<file path="config.mk">
export PLATFORM = sky130hd
export DESIGN_NAME = lieat_general_skidbuf
export DESIGN_NICKNAME = d
export VERILOG_FILES = /design/src/rtl/lieat_general_skidbuf.sv
export SDC_FILE = /design/constraint.sdc
export NUM_CORES = 1
export LEC_CHECK = 0
export CELL_PAD_IN_SITES_DETAIL_PLACEMENT = 0
export CELL_PAD_IN_SITES_GLOBAL_PLACEMENT = 1
export CORE_UTILIZATION = 39
export CTS_CLUSTER_SIZE = 14
export DETAILED_ROUTE_END_ITERATION = 6
export GPL_TIMING_DRIVEN = 0
export PLACE_DENSITY_LB_ADDON = 0.1
export SYNTH_ARGS = -nofsm -noshare
export SYNTH_HDL_FRONTEND = slang
export SYNTH_SLANG_ARGS = --single-unit
</file>
<file path="constraint.sdc">
create_clock -name clk -period 4.2 [get_ports clk]
set_input_delay 0.63 -clock clk [delete_from_list [all_inputs] [get_ports clk]]
set_output_delay 0.63 -clock clk [all_outputs]
set_load 0.01 [all_outputs]
</file>
<file path="src/rtl/lieat_general_skidbuf.sv">
// rtl/lieat_general_skidbuf.sv - two-entry skid buffer with registered valid and ready paths
// Optional synchronous flush port enabled by LIEAT_SKIDBUF_FLUSH_EN.
module lieat_general_skidbuf #(
  parameter int DW   = 32,
  parameter bit MASK = 1'b0
) (
  input  logic          clk,
  input  logic          rstn,
  input  logic          i_valid,
  output logic          i_ready,
  input  logic [DW-1:0] i_data,
  output logic          o_valid,
  input  logic          o_ready,
  output logic [DW-1:0] o_data,
  output logic [1:0]    o_count
`ifdef LIEAT_SKIDBUF_FLUSH_EN
  ,
  input  logic          flush
`endif
);

  typedef enum logic [1:0] {
    EMPTY = 2'd0,
    ONE   = 2'd1,
    FULL  = 2'd2
  } state_t;

  state_t        state_q;
  state_t        state_d;
  logic [DW-1:0] m_q;
  logic [DW-1:0] s_q;
  logic          in_hs;
  logic          out_hs;
  logic          load_m_in;
  logic          load_m_skid;
  logic          load_s;

  assign in_hs  = i_valid & i_ready;
  assign out_hs = o_valid & o_ready;

  always_comb begin
    state_d     = state_q;
    load_m_in   = 1'b0;
    load_m_skid = 1'b0;
    load_s      = 1'b0;
    case (state_q)
      EMPTY: begin
        if (in_hs) begin
          load_m_in = 1'b1;
          state_d   = ONE;
        end
      end
      ONE: begin
        if (in_hs && out_hs) begin
          load_m_in = 1'b1;
        end else if (in_hs) begin
          load_s  = 1'b1;
          state_d = FULL;
        end else if (out_hs) begin
          state_d = EMPTY;
        end
      end
      FULL: begin
        if (out_hs) begin
          load_m_skid = 1'b1;
          state_d     = ONE;
        end
      end
      default: state_d = EMPTY;
    endcase
`ifdef LIEAT_SKIDBUF_FLUSH_EN
    // Flush wins over any same-cycle handshake; the presented beat is dropped.
    if (flush) begin
      state_d     = EMPTY;
      load_m_in   = 1'b0;
      load_m_skid = 1'b0;
      load_s      = 1'b0;
    end
`endif
  end

  // Ready and valid are registered from the next state so neither is combinational.
  always_ff @(posedge clk or negedge rstn) begin
    if (!rstn) begin
      state_q <= EMPTY;
      i_ready <= 1'b1;
      o_valid <= 1'b0;
    end else begin
      state_q <= state_d;
      i_ready <= (state_d != FULL);
      o_valid <= (state_d != EMPTY);
    end
  end

  always_ff @(posedge clk) begin
    if (load_m_in) begin
      m_q <= i_data;
    end else if (load_m_skid) begin
      m_q <= s_q;
    end
    if (load_s) begin
      s_q <= i_data;
    end
  end

  assign o_data = (MASK && !o_valid) ? '0 : m_q;

  always_comb begin
    case (state_q)
      ONE:     o_count = 2'd1;
      FULL:    o_count = 2'd2;
      default: o_count = 2'd0;
    endcase
  end

endmodule

</file>
After elaboration in Yosys (flattened, before gate mapping). Index checks and enable logic that the tools add are counted.

Input bits: 36. Register bits: 68. Output and inout port bits: 36.

Mux-type cells: 16. Bitwise gates (word level): 2. Reductions and logical operators: 4. Eq/ne operators: 3.

Operators by type and width (count): 2-to-1 mux 32 bit (2); 2-to-1 mux 2 bit (5); 2-to-1 mux 1 bit (6); one-hot mux 2 bit (3 select lines) (1); one-hot mux 2 bit (2 select lines) (1); nonzero test 2 bit (2); AND 1 bit (2); equality test 2 x 1 -> 1 bit (second input constant) (1); equality test 2 bit (second input constant) (1); logical NOT 2 bit (1); != test 2 bit (second input constant) (1); one-hot mux 1 bit (2 select lines) (1); logical AND 1 bit (1).

Logic depth before layout (Yosys ltp).
Word-level depth: 6. Mapped depth: 4. Mapped depth without buffers: 3.

Worst setup path before layout. No wires, ideal clock.

Path kind: input port to flip-flop. Start point: input o_ready. End point: register s_q[0], enable pin. Arrival: 3227 ps. Path buffers: 0. Data required time: 3732 ps. Stages: 2. Path slack: 505 ps. Setup time: 468 ps. Cell sequence: a21boi_4 > nor3b_1.

Word-level cells in the longest chain between the ends: 4.

Ends and longest elaborated chain: start, declared (RTL line 13) `input logic o_ready,`; AND 1 bit (RTL line 39) `assign out_hs = o_valid & o_ready;`; logical AND 1 bit (RTL line 54) `if (in_hs && out_hs) begin`; 2-to-1 mux 1 bit (RTL line 54); 2-to-1 mux 1 bit (RTL line 46) `case (state_q)`; named net load_s (RTL line 36) `logic load_s;`; end signal, assigned (RTL line 102) `s_q <= i_data;`; end, declared (RTL line 31) `logic [DW-1:0] s_q;`.

The timed path passes the listed nets, and every way through them passes these cells. A chain may end at the register's enable or synchronous reset.

Final worst setup path.
Start point: input o_ready. End point: register m_q[6], in the netlist o_data[6], enable pin.

Word-level cells in the longest chain between the ends: 5.

Ends and longest elaborated chain: AND 1 bit * (RTL line 39); logical AND 1 bit (RTL line 54); 2-to-1 mux 1 bit (RTL line 54); one-hot mux 1 bit (2 select lines) (RTL line 46); nonzero test 2 bit (no line) *; end signal, assigned (RTL line 97) `m_q <= i_data;`; end signal, assigned (RTL line 99) `m_q <= s_q;`; end, declared (RTL line 30) `logic [DW-1:0] m_q;`.

Every way passes the cells marked *; elsewhere a longest branch is shown, timed or not.

==> summary.log <==
INFO  sta            worst_slew_margin_rel=0.395
INFO  synth          synth_sequential_area_ratio=0.793
INFO  clock_tree     postCtsSetupRepairBufs=0
INFO  sta            worst_slew_pin_slew=0.907ns
INFO  global_route   gr-usage-all-layers=0.150
INFO  global_route   initial_antenna_violation_count=0
INFO  detailed_routing drt_iter0_markers=84
INFO  status         run_status=finished clean
INFO  sta            final.period_utilization=0.634
INFO  flow_run       max_cap_violations=0
INFO  setup_path     crit_path_max_incr_delay=0.71ns
INFO  floorplanning  num_io_pins=72
INFO  placed_design  io_buffer_count=71
INFO  setup_path     cp_data_arrival_time=2.61ns
INFO  sta            maxSlewViolCount=0
INFO  floorplanning  die_w=82.9um
INFO  floorplanning  core_area=0.00635mm^2
INFO  global_route   met3_usage=0.0547
INFO  global_route   grt_start_max_net_pins=33
INFO  synth          synthFlopType=sky130_fd_sc_hd__edfxtp_1
INFO  power          p_seq_frac=0.465
INFO  placed_design  placement.cell_area=0.00340mm^2
INFO  final_layout   n_fill_cell=484
INFO  power          netSwitchingFraction=0.269
INFO  synth          synth_async_sr_flop_share=0.0588
INFO  global_route   first_global_vias=1516
INFO  placed_design  routability_driven_placement_congestion_ratio=0.686
INFO  sta            timing.final.setup_violations=0
INFO  clock_tree     worst_setup_hold_path_clk_slew=0.07ns
INFO  synth          post_synth_inst_count=121
INFO  synth          synth_area=0.00255mm^2
INFO  placed_design  detailed_place_hpwl=3110um
INFO  power          power_density=645mW/mm^2
INFO  setup_path     critPathCaptureType=flip-flop
INFO  sta            timing.hold.ws=0.494ns
INFO  final_layout   antenna-diode-count=0
INFO  detailed_routing avgRoutedWirePerCell=16.3um
INFO  detailed_routing detail_route.wirelength=4690um
INFO  final_layout   area_growth_syn_to_layout=40.5%
INFO  setup_path     cp_top_family=compound AO/OA/AOI/OAI gates
INFO  power          power.net_switching=621uW
INFO  synth          ys_seq_elements=68
INFO  final_layout   num-nets-final=242
INFO  global_route   gr-usage-met1=0.181
INFO  global_route   globalRouteMet2Util=0.230
INFO  clock_tree     cts-root-to-sink-buffers=2
INFO  synth          yosysTopAreaCell=sky130_fd_sc_hd__edfxtp_1
INFO  synth          cell_with_the_most_instances_after_synthesis=sky130_fd_sc_hd__edfxtp_1
INFO  setup_path     worst_ep_required_time=4.15ns
INFO  synth          synthDistinctLibCells=19
INFO  detailed_routing final_antenna_net_count=0
INFO  synth          synthesis.area_per_instance=21.1um^2
INFO  setup_path     timing.critical_path.fanout_max=32
INFO  synth          synth_top_area_share=0.753
INFO  synth          synth_fp_nets=157
INFO  final_layout   finalInstanceArea=0.00358mm^2
INFO  final_layout   fraction_of_layout_instances_using_a_drive_strength_above_1=0.270
INFO  clock_tree     clock_tree.root_cell=sky130_fd_sc_hd__clkbuf_8
INFO  synth          synth_warnings=0
INFO  floorplanning  die-height=82.9um
INFO  setup_path     worstPathBufferInverterCount=2
INFO  setup_path     critical_path.cell_chain=clkdlybuf4s50_1, a21boi_4, nor3_4, buf_6, a31o_2
INFO  sta            hold_violations=0
INFO  sta            clock-skew-final=0.0113ns
INFO  detailed_routing drc=0
INFO  power          p_leak=1.21nW
INFO  power          power_frac_comb=0.316
INFO  sta            maxClockFrequency=375MHz
INFO  clock_tree     clock_buffer_count_from_cts=9
INFO  global_route   overflow=0
INFO  power          ir_worst_vdd=479uV
INFO  clock_tree     cts_repair_resize_count=0
INFO  global_route   wire_length_of_the_first_global_routing_pass=7690um
INFO  floorplanning  design.die.area=0.00687mm^2
INFO  detailed_routing routed-via-count=1393
INFO  detailed_routing via_per_inst=4.84
INFO  detailed_routing drtPass1Iterations=4
INFO  clock_tree     h-tree-depth=3
INFO  global_route   top_usage_layer=met2
INFO  floorplanning  placement_rows=29
INFO  clock_tree     clock_insertion_delay_worst_skew=0.33ns
INFO  clock_tree     postCtsHoldBufs=0
INFO  setup_path     criticalPathCategory=input pin to flip-flop
INFO  setup_path     start_kind=input pin
INFO  clock_tree     tritoncts=done
INFO  synth          ys_top_cells_by_count=sky130_fd_sc_hd__edfxtp_1, sky130_fd_sc_hd__mux2_2, sky130_fd_sc_hd__buf_6, sky130_fd_sc_hd__dfrtp_1
INFO  setup_path     timing.critical_path.slowest_stage_cell=sky130_fd_sc_hd__a31o_2
INFO  synth          yosys-top-cells-area=sky130_fd_sc_hd__edfxtp_1, sky130_fd_sc_hd__mux2_2, sky130_fd_sc_hd__dfrtp_1
INFO  synth          synth-edff-count=64
INFO  sta            period_minus_slack=2.66ns
INFO  power          internal_power=1.69mW
INFO  clock_tree     clock_sinks=68
INFO  min_path       worstHoldPathType=input pin to async pin
INFO  sta            rsz0062_at_grt=false
INFO  power          share_of_power_burned_in_the_clock_network=0.219
INFO  floorplanning  floorplan.initialDensity=0.402
## sequential cells by signal, summed over array words and instances, names as in the netlist
signal   cells
state_q      2
i_ready      1
o_data      32
o_valid      1
s_q         32
## layout by cell type (no fill, tap or decap), drive strengths merged, types with 2 or more instances in the layout
| master | synthesis | layout |
|---|---|---|
| clkinv | 0 | 4 |
| clkdlybuf4s50 | 0 | 71 |
| nor3b | 2 | 2 |
| mux2 | 32 | 32 |
| dfrtp | 3 | 3 |
| o21ai | 2 | 2 |
| nand2 | 2 | 2 |
| edfxtp | 64 | 64 |
| clkbuf | 1 | 11 |
| nor2b | 2 | 2 |
| buf | 3 | 6 |
## final timing paths
| check | start | endpoint | slack (ns) | depth (start not counted) |
|---|---|---|---|---|
| setup / recovery | o_ready | o_data[6] | 1.54 | 5 |
| hold / removal | rstn | state_q[1] | 0.49 | 1 |
| setup reg to reg | i_ready | o_data[6] | 1.82 | 4 |
| hold reg to reg | s_q[7] | o_data[7] | 0.55 | 1 |
| max in group asynchronous | rstn | i_ready | 3.47 | 1 |
| min in group clk | s_q[7] | o_data[7] | 0.55 | 1 |
## area by class of cell
class	instances	area, um^2	share of cell area
flip-flops and latches	68	2020	0.565
repair buffers	74	748	0.209
multi-input cells	49	495	0.138
clock buffers	10	128	0.0356
well taps	77	96.3	0.0269
clock inverters	6	55.1	0.0154
plain buffers	4	37.5	0.0105
## cells by family (layout without fill, tap and decap cells)
logic type             after synthesis  count (layout)  synth area share
multiplexers                        32              32             0.141
flip-flops                          68              68             0.793
buffers and inverters                4              94            0.0147
AND/OR/NAND/NOR                     10              10            0.0284
AO/OA/AOI/OAI                        7               7            0.0226
## layer usage
layer	up-vias	routed length [um]
li1	643	-
met1	697	2010
met2	45	2320
met3	8	285
met4	0	73
met5	-	0
## power groups by stage
stage / combinational, mW / clock [mW] / sequential (mW)
2_1_floorplan: 0.295 / 0 / 1.15
3_3_place_gp: 0.699 / 0 / 1.09
3_5_place_dp: 0.738 / 0 / 1.09
4_1_cts: 0.742 / 0.526 / 1.08
5_1_grt: 0.777 / 0.553 / 1.10
6_report: 0.729 / 0.506 / 1.07
## stage by stage
stage / std cells / power, mW / TNS (ns) / util / setup slack, ns
after floorplan: 121 / 1.44 / 0 / - / 0.505
after global placement: 269 / 1.79 / -40.84 / 0.529 / -1.28
after detailed placement: 272 / 1.83 / 0 / 0.536 / 1.18
after CTS: 288 / 2.35 / 0 / 0.564 / 1.53
after global routing: 288 / 2.43 / 0 / 0.564 / 1.45
final: 288 / 2.31 / 0 / 0.564 / 1.54
Power figures use the tool's default switching activity.
==> RTL change: new RTL, config.mk and constraints unchanged <==
Set the parameter `DW` to 16 (it was 32).
--- a/src/rtl/lieat_general_skidbuf.sv
+++ b/src/rtl/lieat_general_skidbuf.sv
@@ -3,3 +3,3 @@
 module lieat_general_skidbuf #(
-  parameter int DW   = 32,
+  parameter int DW   = 16,
   parameter bit MASK = 1'b0
Ports: changed (resized i_data and o_data); port bits go from 72 to 40. The function was not compared with the original's and may differ.
==> RTL change against the original RTL <==
  * Sequential cell count is 32 lower
  * Cell area is 47% lower
  * Area after synthesis is 46% lower
  * Critical path depth is 2 lower
  * Critical path type is now register to output port
  * Sequential power is 47% lower
  * Global-route usage is 1.3 points lower
  * Non-clock buffer count is 35 lower
  * Register-to-register slack better by 210 ps
  * Count of clock-buffer cells in the layout is 3 lower
  * Setup slack better by 97 ps
  * Wire length is 48% lower
  * Power is 50% lower
  * Utilization is 0.11 points higher
==> RTL change: results (changes against the original RTL) <==
- Top area cells in the synthesized netlist: edfxtp_1 69%, mux2_2 13%, dfrtp_1 5.4%
- Max stage delay cell, worst path: clkdlybuf4s50_1
- Worst vdd rail ir drop: 283 uV (-41%)
- Static leakage: 0.638 nW (-47%)
- Worst-Skew Late Latency: 340 ps
- Cell variety after synth: 20 (+1)
- HP Class: primary input to async pin
- Most frequent cells after synthesis: 32 x edfxtp_1, 16 x mux2_2, 3 x dfrtp_1
- Number of clock buffers inserted by TritonCTS: 5 (-4)
- Via Count: 813 (-42%)
- Yosys Warn Count: 0 (unchanged)
- Post-CTS setup repair buffer count: 0 (unchanged)
- Total detailed-routing wirelength: 2430 um (-48%)
- Layout cells sized above 1: 24.2% (-2.8 points)
- Number of levels the H-tree was split into: 2 (-1)
- Number of design-rule violations left by the first detailed-router iteration: 15 (-82%)
- Number of buffers inserted for hold repair after clock tree synthesis: 0 (unchanged)
- Post-layout nets: 139 (-43%)
- Filler cells: 304 (-37%)
- Antenna diode count: 0 (unchanged)
- Global routing usage summed across all routing layers: 13.7% (-1.3 points)
- Cts repair resizes: 0 (unchanged)
- Register clock-pin slew on the reported worst setup and hold paths: 90 ps (+20 ps)
- Endpoint of the lowest-slack register-to-register path: o_data[14]$_DFFE_PP_
- Start of the worst register-to-register path: i_ready$_DFF_PN1_
- Synthesized netlist net count: 92 (-41%)
- Wire length of the first global-routing pass: 3390 um (-56%)
- Port bufs: 39 (-45%)
- Setup total negative slack: 0 ps (unchanged)
- Via count of the first global-routing pass: 742 (-51%)
- Slack of the worst reg-to-reg path: 2030 ps (+210 ps)
- Internal power: 828 uW (-51%)
- Pin count of the biggest net entering global routing: 17 (-48%)
- Clock Skew: 11.2 ps (-0.0979 ps)
- Length of the first detailed-routing pass in iterations: 4 (unchanged)
- Root buffer selected by CTS: clkbuf_4
- Async SR Flop Fraction: 11.1% (+5.2 points)
- Depth of the most critical reg-to-reg path: 4 (unchanged)
- Max Root-Sink Buffers: 2 (unchanged)
- Maximum cell stage delay along the critical path: 600 ps (-110 ps)
- Number of flops mapped to enable cells by yosys: 32 (-50%)
- Worst slew margin: 61.4% (+22 points)
- Outcome: finished, final reports clean
- Final GP Congestion: 0.673 (-1.9%)
- Area growth syn-to-layout: 36.9%
- Highest fanout seen on the critical path: 8 (-75%)
- CP Data Arrival Time: 1940 ps (-670 ps)
- Antenna violations before repair: 0 (unchanged)
- Sequential element share of the synthesized area: 76.5% (-2.8 points)
==> RTL change: changes by cell type after synthesis, sizes merged <==
cell / delta
nor3b: -1
a211oi: +1
or3b: -1
a21oi: -1
nand2: +1
buf: -2
mux2: -16
edfxtp: -32
a221o: +1
clkbuf: +1
==> RTL change: through the flow <==
stage	std cells	hold WS, ps	setup slack (ps)	instance area (sq um)
final	166	493	1630	1900
after detailed placement	158	542	1350	1850
after CTS	166	481	1600	1900
after global placement	157	532	633	1840
after floorplan	72	334	1800	1390
after global routing	166	473	1500	1900
==> RTL change: routing by layer <==
layer	wire length, um	up-vias	GRT usage, %
li1	-	376	-
met1	952	399	15.9
met2	1210	30	20.1
met3	199	8	5.46
met4	69	0	10.5
met5	0	-	0
==> RTL change: how the worst max path moves through the flow <==
stage	startpoint	to	slack [ps]	depth (start not counted)
5_1_grt	state_q[1]$_DFF_PN0_	o_count[1]	1500	3
3_3_place_gp	o_ready	s_q[5]$_DFFE_PP_	630	4
4_1_cts	state_q[1]$_DFF_PN0_	o_count[1]	1600	3
2_1_floorplan	o_ready	s_q[0]$_DFFE_PP_	1800	3
6_report	state_q[1]$_DFF_PN0_	o_count[1]	1630	3
3_5_place_dp	i_valid	o_data[15]$_DFFE_PP_	1350	5
==> RTL change: area by class of cell <==
type                    count  area [sq um]  area share, %
clock buffers               7          45.0           2.37
flip-flops and latches     36          1060           55.9
plain buffers               3          22.5           1.18
multi-input cells          33           309           16.3
clock inverters             1          3.75          0.197
repair buffers             40           402           21.1
well taps                  46          57.6           3.03
==> RTL change: worst max-delay path, delay by kind of cell, from the launching register on <==
| kind | cells | cell delay (ps) |
|---|---|---|
| flip-flops | 1 | 330 |
| AND/OR/NAND/NOR | 1 | 350 |
| buffers and inverters | 2 | 930 |
==> RTL change: kinds of logic after synthesis <==
logic type	after synthesis	share of synthesized area [%]
mux	16	13.0
simple gates	9	3.69
compound gates	8	5.23
buf+inv	3	1.62
flops	36	76.5
==> RTL change: power groups by stage <==
stage / clock, mW / sequential, mW / combinational [mW]
4_1_cts: 0.178 / 0.564 / 0.433
2_1_floorplan: 0 / 0.603 / 0.187
6_report: 0.169 / 0.562 / 0.424
3_5_place_dp: 0 / 0.572 / 0.433
5_1_grt: 0.189 / 0.573 / 0.460
3_3_place_gp: 0 / 0.568 / 0.418
